### src/rtl/nibble_sequencer.sv
// -----------------------------------------------------------------------------
// nibble_sequencer
// Control unit for the 4-bit accumulator/ALU datapath. Fetches one 8-bit
// instruction byte per instruction from a combinational program memory, then
// spends exactly one EXEC cycle driving the datapath controls for it.
//
// Ports
//   clock         system clock, all state changes on the rising edge
//   reset         synchronous, active-high reset
//   run           fetch permission, looked at only while in FETCH
//   prog_data     program memory read data for address prog_addr
//   flags         datapath flags, [1] = carry, [0] = zero
//   prog_addr     program memory address, always equal to the PC
//   enable_acu    accumulator load enable
//   enabled_tri_1 drives operand onto the ALU B bus
//   enabled_tri_2 drives the accumulator onto the datapath output
//   selector      ALU function (000 A, 001 A-B, 010 B, 011 A+B, 100 A NAND B)
//   operand       immediate nibble (IR[3:0]) during EXEC, 0 otherwise
//   halted        1 while the sequencer sits in HALT
// -----------------------------------------------------------------------------
module nibble_sequencer #(
  parameter int PC_WIDTH = 8,
  parameter int RESET_PC = 32'd0
) (
  input  logic                clock,
  input  logic                reset,
  input  logic                run,
  input  logic [7:0]          prog_data,
  input  logic [1:0]          flags,
  output logic [PC_WIDTH-1:0] prog_addr,
  output logic                enable_acu,
  output logic                enabled_tri_1,
  output logic                enabled_tri_2,
  output logic [2:0]          selector,
  output logic [3:0]          operand,
  output logic                halted
);

  typedef enum logic [1:0] {
    S_FETCH = 2'b00,
    S_EXEC  = 2'b01,
    S_HALT  = 2'b10
  } state_t;

  localparam logic [PC_WIDTH-1:0] LP_RESET_PC = PC_WIDTH'(RESET_PC);
  localparam logic [PC_WIDTH-1:0] LP_PC_ONE   = {{(PC_WIDTH-1){1'b0}}, 1'b1};

  state_t              r_state;
  logic [PC_WIDTH-1:0] r_pc;
  logic [7:0]          r_ir;
  logic                r_enable_acu;
  logic                r_tri_1;
  logic                r_tri_2;
  logic [2:0]          r_selector;
  logic                r_halted;

  logic [PC_WIDTH-1:0] w_pc_inc;
  logic [PC_WIDTH-1:0] w_target;
  logic                w_is_jump;
  logic                w_taken;

  // Datapath control word {enable_acu, tri_1, tri_2, selector} for an opcode.
  // Jumps, HALT and the unused opcodes leave the datapath idle.
  function automatic logic [5:0] decode_ctl(input logic [3:0] opcode);
    logic [5:0] ctl;
    case (opcode)
      4'h1:    ctl = 6'b110_010;  // LIT   : acc <= B
      4'h2:    ctl = 6'b110_011;  // ADDI  : acc <= A + B
      4'h3:    ctl = 6'b110_001;  // SUBI  : acc <= A - B
      4'h4:    ctl = 6'b110_100;  // NANDI : acc <= A NAND B
      4'h5:    ctl = 6'b001_000;  // OUT   : accumulator to output
      default: ctl = 6'b000_000;
    endcase
    return ctl;
  endfunction

  assign w_pc_inc = r_pc + LP_PC_ONE;
  // The jump target byte sits right after the opcode; during EXEC the PC
  // already points at it, so prog_data carries the target this cycle.
  assign w_target = PC_WIDTH'(prog_data);

  // Jump classification and condition evaluation for the opcode held in IR.
  always_comb begin
    w_is_jump = 1'b0;
    w_taken   = 1'b0;
    case (r_ir[7:4])
      4'h6:    begin w_is_jump = 1'b1; w_taken = 1'b1;      end
      4'h7:    begin w_is_jump = 1'b1; w_taken = flags[1];  end
      4'h8:    begin w_is_jump = 1'b1; w_taken = ~flags[1]; end
      4'h9:    begin w_is_jump = 1'b1; w_taken = flags[0];  end
      4'hA:    begin w_is_jump = 1'b1; w_taken = ~flags[0]; end
      default: begin w_is_jump = 1'b0; w_taken = 1'b0;      end
    endcase
  end

  // Sequencer state machine. Control outputs are loaded on the FETCH->EXEC
  // edge from the byte being fetched, so they are valid for the whole EXEC
  // cycle and cleared on every other transition.
  always_ff @(posedge clock) begin
    if (reset) begin
      r_state      <= S_FETCH;
      r_pc         <= LP_RESET_PC;
      r_ir         <= 8'h00;
      r_enable_acu <= 1'b0;
      r_tri_1      <= 1'b0;
      r_tri_2      <= 1'b0;
      r_selector   <= 3'b000;
      r_halted     <= 1'b0;
    end else begin
      case (r_state)
        S_FETCH: begin
          if (run) begin
            r_ir    <= prog_data;
            r_pc    <= w_pc_inc;
            r_state <= S_EXEC;
            {r_enable_acu, r_tri_1, r_tri_2, r_selector} <= decode_ctl(prog_data[7:4]);
          end else begin
            r_state <= S_FETCH;
            {r_enable_acu, r_tri_1, r_tri_2, r_selector} <= 6'b000_000;
          end
          r_halted <= 1'b0;
        end
        S_EXEC: begin
          {r_enable_acu, r_tri_1, r_tri_2, r_selector} <= 6'b000_000;
          if (r_ir[7:4] == 4'hF) begin
            r_state  <= S_HALT;
            r_halted <= 1'b1;
          end else if (w_is_jump) begin
            // Not taken still has to step over the target byte.
            r_pc     <= w_taken ? w_target : w_pc_inc;
            r_state  <= S_FETCH;
            r_halted <= 1'b0;
          end else begin
            r_state  <= S_FETCH;
            r_halted <= 1'b0;
          end
        end
        S_HALT: begin
          r_state  <= S_HALT;
          r_halted <= 1'b1;
          {r_enable_acu, r_tri_1, r_tri_2, r_selector} <= 6'b000_000;
        end
        default: begin
          r_state  <= S_FETCH;
          r_halted <= 1'b0;
          {r_enable_acu, r_tri_1, r_tri_2, r_selector} <= 6'b000_000;
        end
      endcase
    end
  end

  assign prog_addr     = r_pc;
  assign enable_acu    = r_enable_acu;
  assign enabled_tri_1 = r_tri_1;
  assign enabled_tri_2 = r_tri_2;
  assign selector      = r_selector;
  assign halted        = r_halted;
  // The immediate is simply the low IR nibble, gated to 0 outside EXEC.
  assign operand       = (r_state == S_EXEC) ? r_ir[3:0] : 4'h0;

endmodule

### config.mk
export PLATFORM = sky130hd
export DESIGN_NAME = nibble_sequencer
export DESIGN_NICKNAME = d
export VERILOG_FILES = /design/src/rtl/nibble_sequencer.sv
export SDC_FILE = /design/constraint.sdc
export NUM_CORES = 1
export LEC_CHECK = 0
export CORE_MARGIN = 1.5
export CORE_UTILIZATION = 40
export CTS_CLUSTER_SIZE = 20
export DETAILED_ROUTE_END_ITERATION = 7
export MAX_ROUTING_LAYER = met4
export PLACE_DENSITY = 0.72
export SLEW_MARGIN = 20
export SYNTH_ARGS = -nofsm -noshare
export SYNTH_HDL_FRONTEND = slang
export SYNTH_SLANG_ARGS = --single-unit
export TNS_END_PERCENT = 1
### constraint.sdc
create_clock -name clock -period 1.8 [get_ports clock]
set_input_delay 0.36 -clock clock [delete_from_list [all_inputs] [get_ports clock]]
set_output_delay 0.36 -clock clock [all_outputs]
set_load 0.01 [all_outputs]
==> impl_metrics.env <==
export IMPL_max_stage_delay_ps=530
export IMPL_clockBufferDepth=2
export IMPL_antenna_found_initial=0
export IMPL_place_inst=223
export IMPL_hold_viol=0
export IMPL_power_density_nw_per_um2=609
export IMPL_drt_iter0_drc=21
export IMPL_critPathSlowestCell="or4b_1"
export IMPL_clock_sinks=24
export IMPL_dr_pass1_iters=4
export IMPL_fp_dieW_um=58.3
export IMPL_io_pins=32
export IMPL_startpoint_type="flip-flop"
export IMPL_ys_async_sr_fraction_pct=0
export IMPL_gp_congestion=0.824
export IMPL_layout_setup_ws_ps=-10.2
export IMPL_num_rows=19
export IMPL_post_drt_via_cell_ratio=5.58
export IMPL_grt_first_pass_wirelength_mm=5.20
export IMPL_r2r_cells=6
export IMPL_setup_viol=1
export IMPL_finClkSkew_ps=7.03
export IMPL_core_area_um2=2830
export IMPL_cts_buffers=3
export IMPL_nNetsFinal=217
export IMPL_root_buffer="clkbuf_4"
export IMPL_worstSkewPairLatency_ps=320
export IMPL_status="finished, violations left"
export IMPL_relSlewSlack_pct=81.1
export IMPL_ys_types=37
export IMPL_layout_common_cells="26 x clkdlybuf4s50_1, 24 x nand2_1, 21 x dfxtp_1"
export IMPL_critPathRequiredTime_ps=2080
export IMPL_portBuffers=31
export IMPL_synth_nets=170
export IMPL_grt_pass1_vias=1213
export IMPL_crit_fanout=3
export IMPL_path_cells="inv_2 -> ha_2 -> nand2b_4 -> a221o_1 -> or4b_1 -> nand4_1"
export IMPL_min_period_ps=1810
export IMPL_maxCapViolations=0
export IMPL_path_buf_inv=1
export IMPL_total_leakage_power_nw=0.711
export IMPL_power_w=0.00107
export IMPL_area_growth_pct=44.1
export IMPL_syn_avg_cell_area_um2=8.00
export IMPL_detail_route_antenna_nets=0
export IMPL_rsz0062_at_grt="yes"
export IMPL_worstMarginPinSlew_ps=284
export IMPL_dominantRegCellSynth="dfxtp_1"
export IMPL_layout_commonest_cell="clkdlybuf4s50_1"
export IMPL_min_path_cells=2
export IMPL_max_vdd_ir_drop_v=0.000337
export IMPL_start_util_pct=43.3
export IMPL_nFillCells=253
export IMPL_synth_cells=153
export IMPL_path_depth=6
export IMPL_grt_max_degree=17
export IMPL_min_path_type="reg -> reg"
export IMPL_yosysWarningCount=0
export IMPL_vias=1283
export IMPL_synth_largest_area_cell="dfxtp_1"
export IMPL_synth_edf_count=0
export IMPL_period_share_pct=101
export IMPL_crit_arrival_ps=2090
export IMPL_grt_remaining_overflow=0
export IMPL_track_usage_pct=20.3
export IMPL_die_h_um=58.3
export IMPL_netlist_area_um2=1220
export IMPL_cts_hold_buf=0
export IMPL_drive_above_1_share_pct=19.1
export IMPL_diodes=0
export IMPL_slew_violations=0
export IMPL_drt_wl_total_mm=3.25
export IMPL_die_area_um2=3400
export IMPL_seq_area_frac_synth_pct=39.3
export IMPL_path_delay_family="simple AND/OR/NAND/NOR gates"
export IMPL_synth_area_leaders="dfxtp_1 39%, nand2_1 7.4%, nand4_1 7.2%"
export IMPL_cts_tree="yes"
export IMPL_violations="negative setup slack"
export IMPL_crit_path_end_kind="flip-flop"
export IMPL_avgRoutedWirePerCell_um=14.1
export IMPL_cts_clk_slew_worst_paths_ps=140
export IMPL_synth_top_area_share_pct=39.3
export IMPL_htreeDepth=1
export IMPL_critical_path_class="reg -> reg"
export IMPL_fmax_mhz=552
export IMPL_yosys_register_bits=24
export IMPL_dp_hpwl_mm=2.32
export IMPL_fin_cells=230
export IMPL_route_detailed_drc=0
[layout make-up]
type	count	area, um^2	area share, %
clock buffers	4	36.3	2.06
inverters	7	26.3	1.49
multi-input cells	112	709	40.2
flip-flops and latches	24	484	27.5
well taps	31	38.8	2.20
repair buffers	52	468	26.5
[state kept, by name (all words and copies together) (netlist names)]
register       count
enabled_tri_2      1
selector           3
r_state            2
prog_addr          8
halted             1
enable_acu         1
r_ir               8
[worst reg2reg max path, delay by kind of cell (launching register included)]
| family | cells | cell delay [ps] |
|---|---|---|
| AOI/OAI and AO/OA | 1 | 380 |
| and+or+nand+nor | 3 | 770 |
| buffers and inverters | 1 | 70 |
| adders and majority gates | 1 | 180 |
| DFF | 1 | 370 |
[metal layers]
metal  vias to the layer above  global-route usage, %  routed length, um
met2                        48                   33.7               1520
met1                       585                   23.6               1460
met3                         8                   3.52                189
met5                         -                      -                  0
li1                        642                      -                  -
met4                         0                   9.97                 77
[cell families (layout without fill, tap and decap cells)]
kind of cell | count (synthesis) | count (layout) | share of synthesized area (%)
simple gates | 83 | 83 | 35.8
compound gates | 20 | 20 | 10.7
fa+ha+maj | 4 | 4 | 4.09
mux | 3 | 3 | 2.56
xor+xnor | 2 | 2 | 1.43
flops | 24 | 24 | 39.3
buf+inv | 17 | 63 | 6.13
[where the power goes]
part	internal, W	leakage, nW	switching [W]
clock	0.000124	0.0210	0.000172
combinational	0.000109	0.493	0.0000992
sequential	0.000553	0.197	0.0000167
total	0.000786	0.711	0.000288
[cell usage after synthesis, types with 4 or more instances]
cell and number:
nand3_1 14, nand4_1 14, nor3_1 4, dfxtp_1 24, a21oi_1 9, ha_1 4, clkbuf_1 8, nand2_1 24
inv_1 6, nor2_1 8, and2_1 5
[through the flow]
step	area (um^2)	setup WS (ps)	utilization (%)	hold WS, ps	TNS (ps)
after CTS	1710	-123	60.5	459	-234
after detailed placement	1660	-528	58.6	441	-2950
after floorplan	1230	-14.4	-	432	-14.4
after global placement	1660	-453	58.6	436	-2620
after global routing	1760	-49.4	62.3	488	-118
final	1760	-10.2	62.3	455	-10.2
[worst paths after layout]
path	endpoint	startpoint	slack (ps)
worst max-delay path	prog_addr[7]	r_state[1]	-10
worst min-delay path	r_ir[0]	r_ir[0]	460
worst max register to register	prog_addr[7]	r_state[1]	-10
worst min register to register	r_ir[0]	r_ir[0]	460
[timing repair]
action | 4_1_cts | 5_1_grt
gates cloned | 0 | 1
endpoints found under the hold margin | 0 | 0
pin swaps | 1 | 5
setup buffers | 0 | 2
resized for setup | 9 | 12
endpoints found under the setup margin | 7 | 7
(Power assumes the default switching activity.)
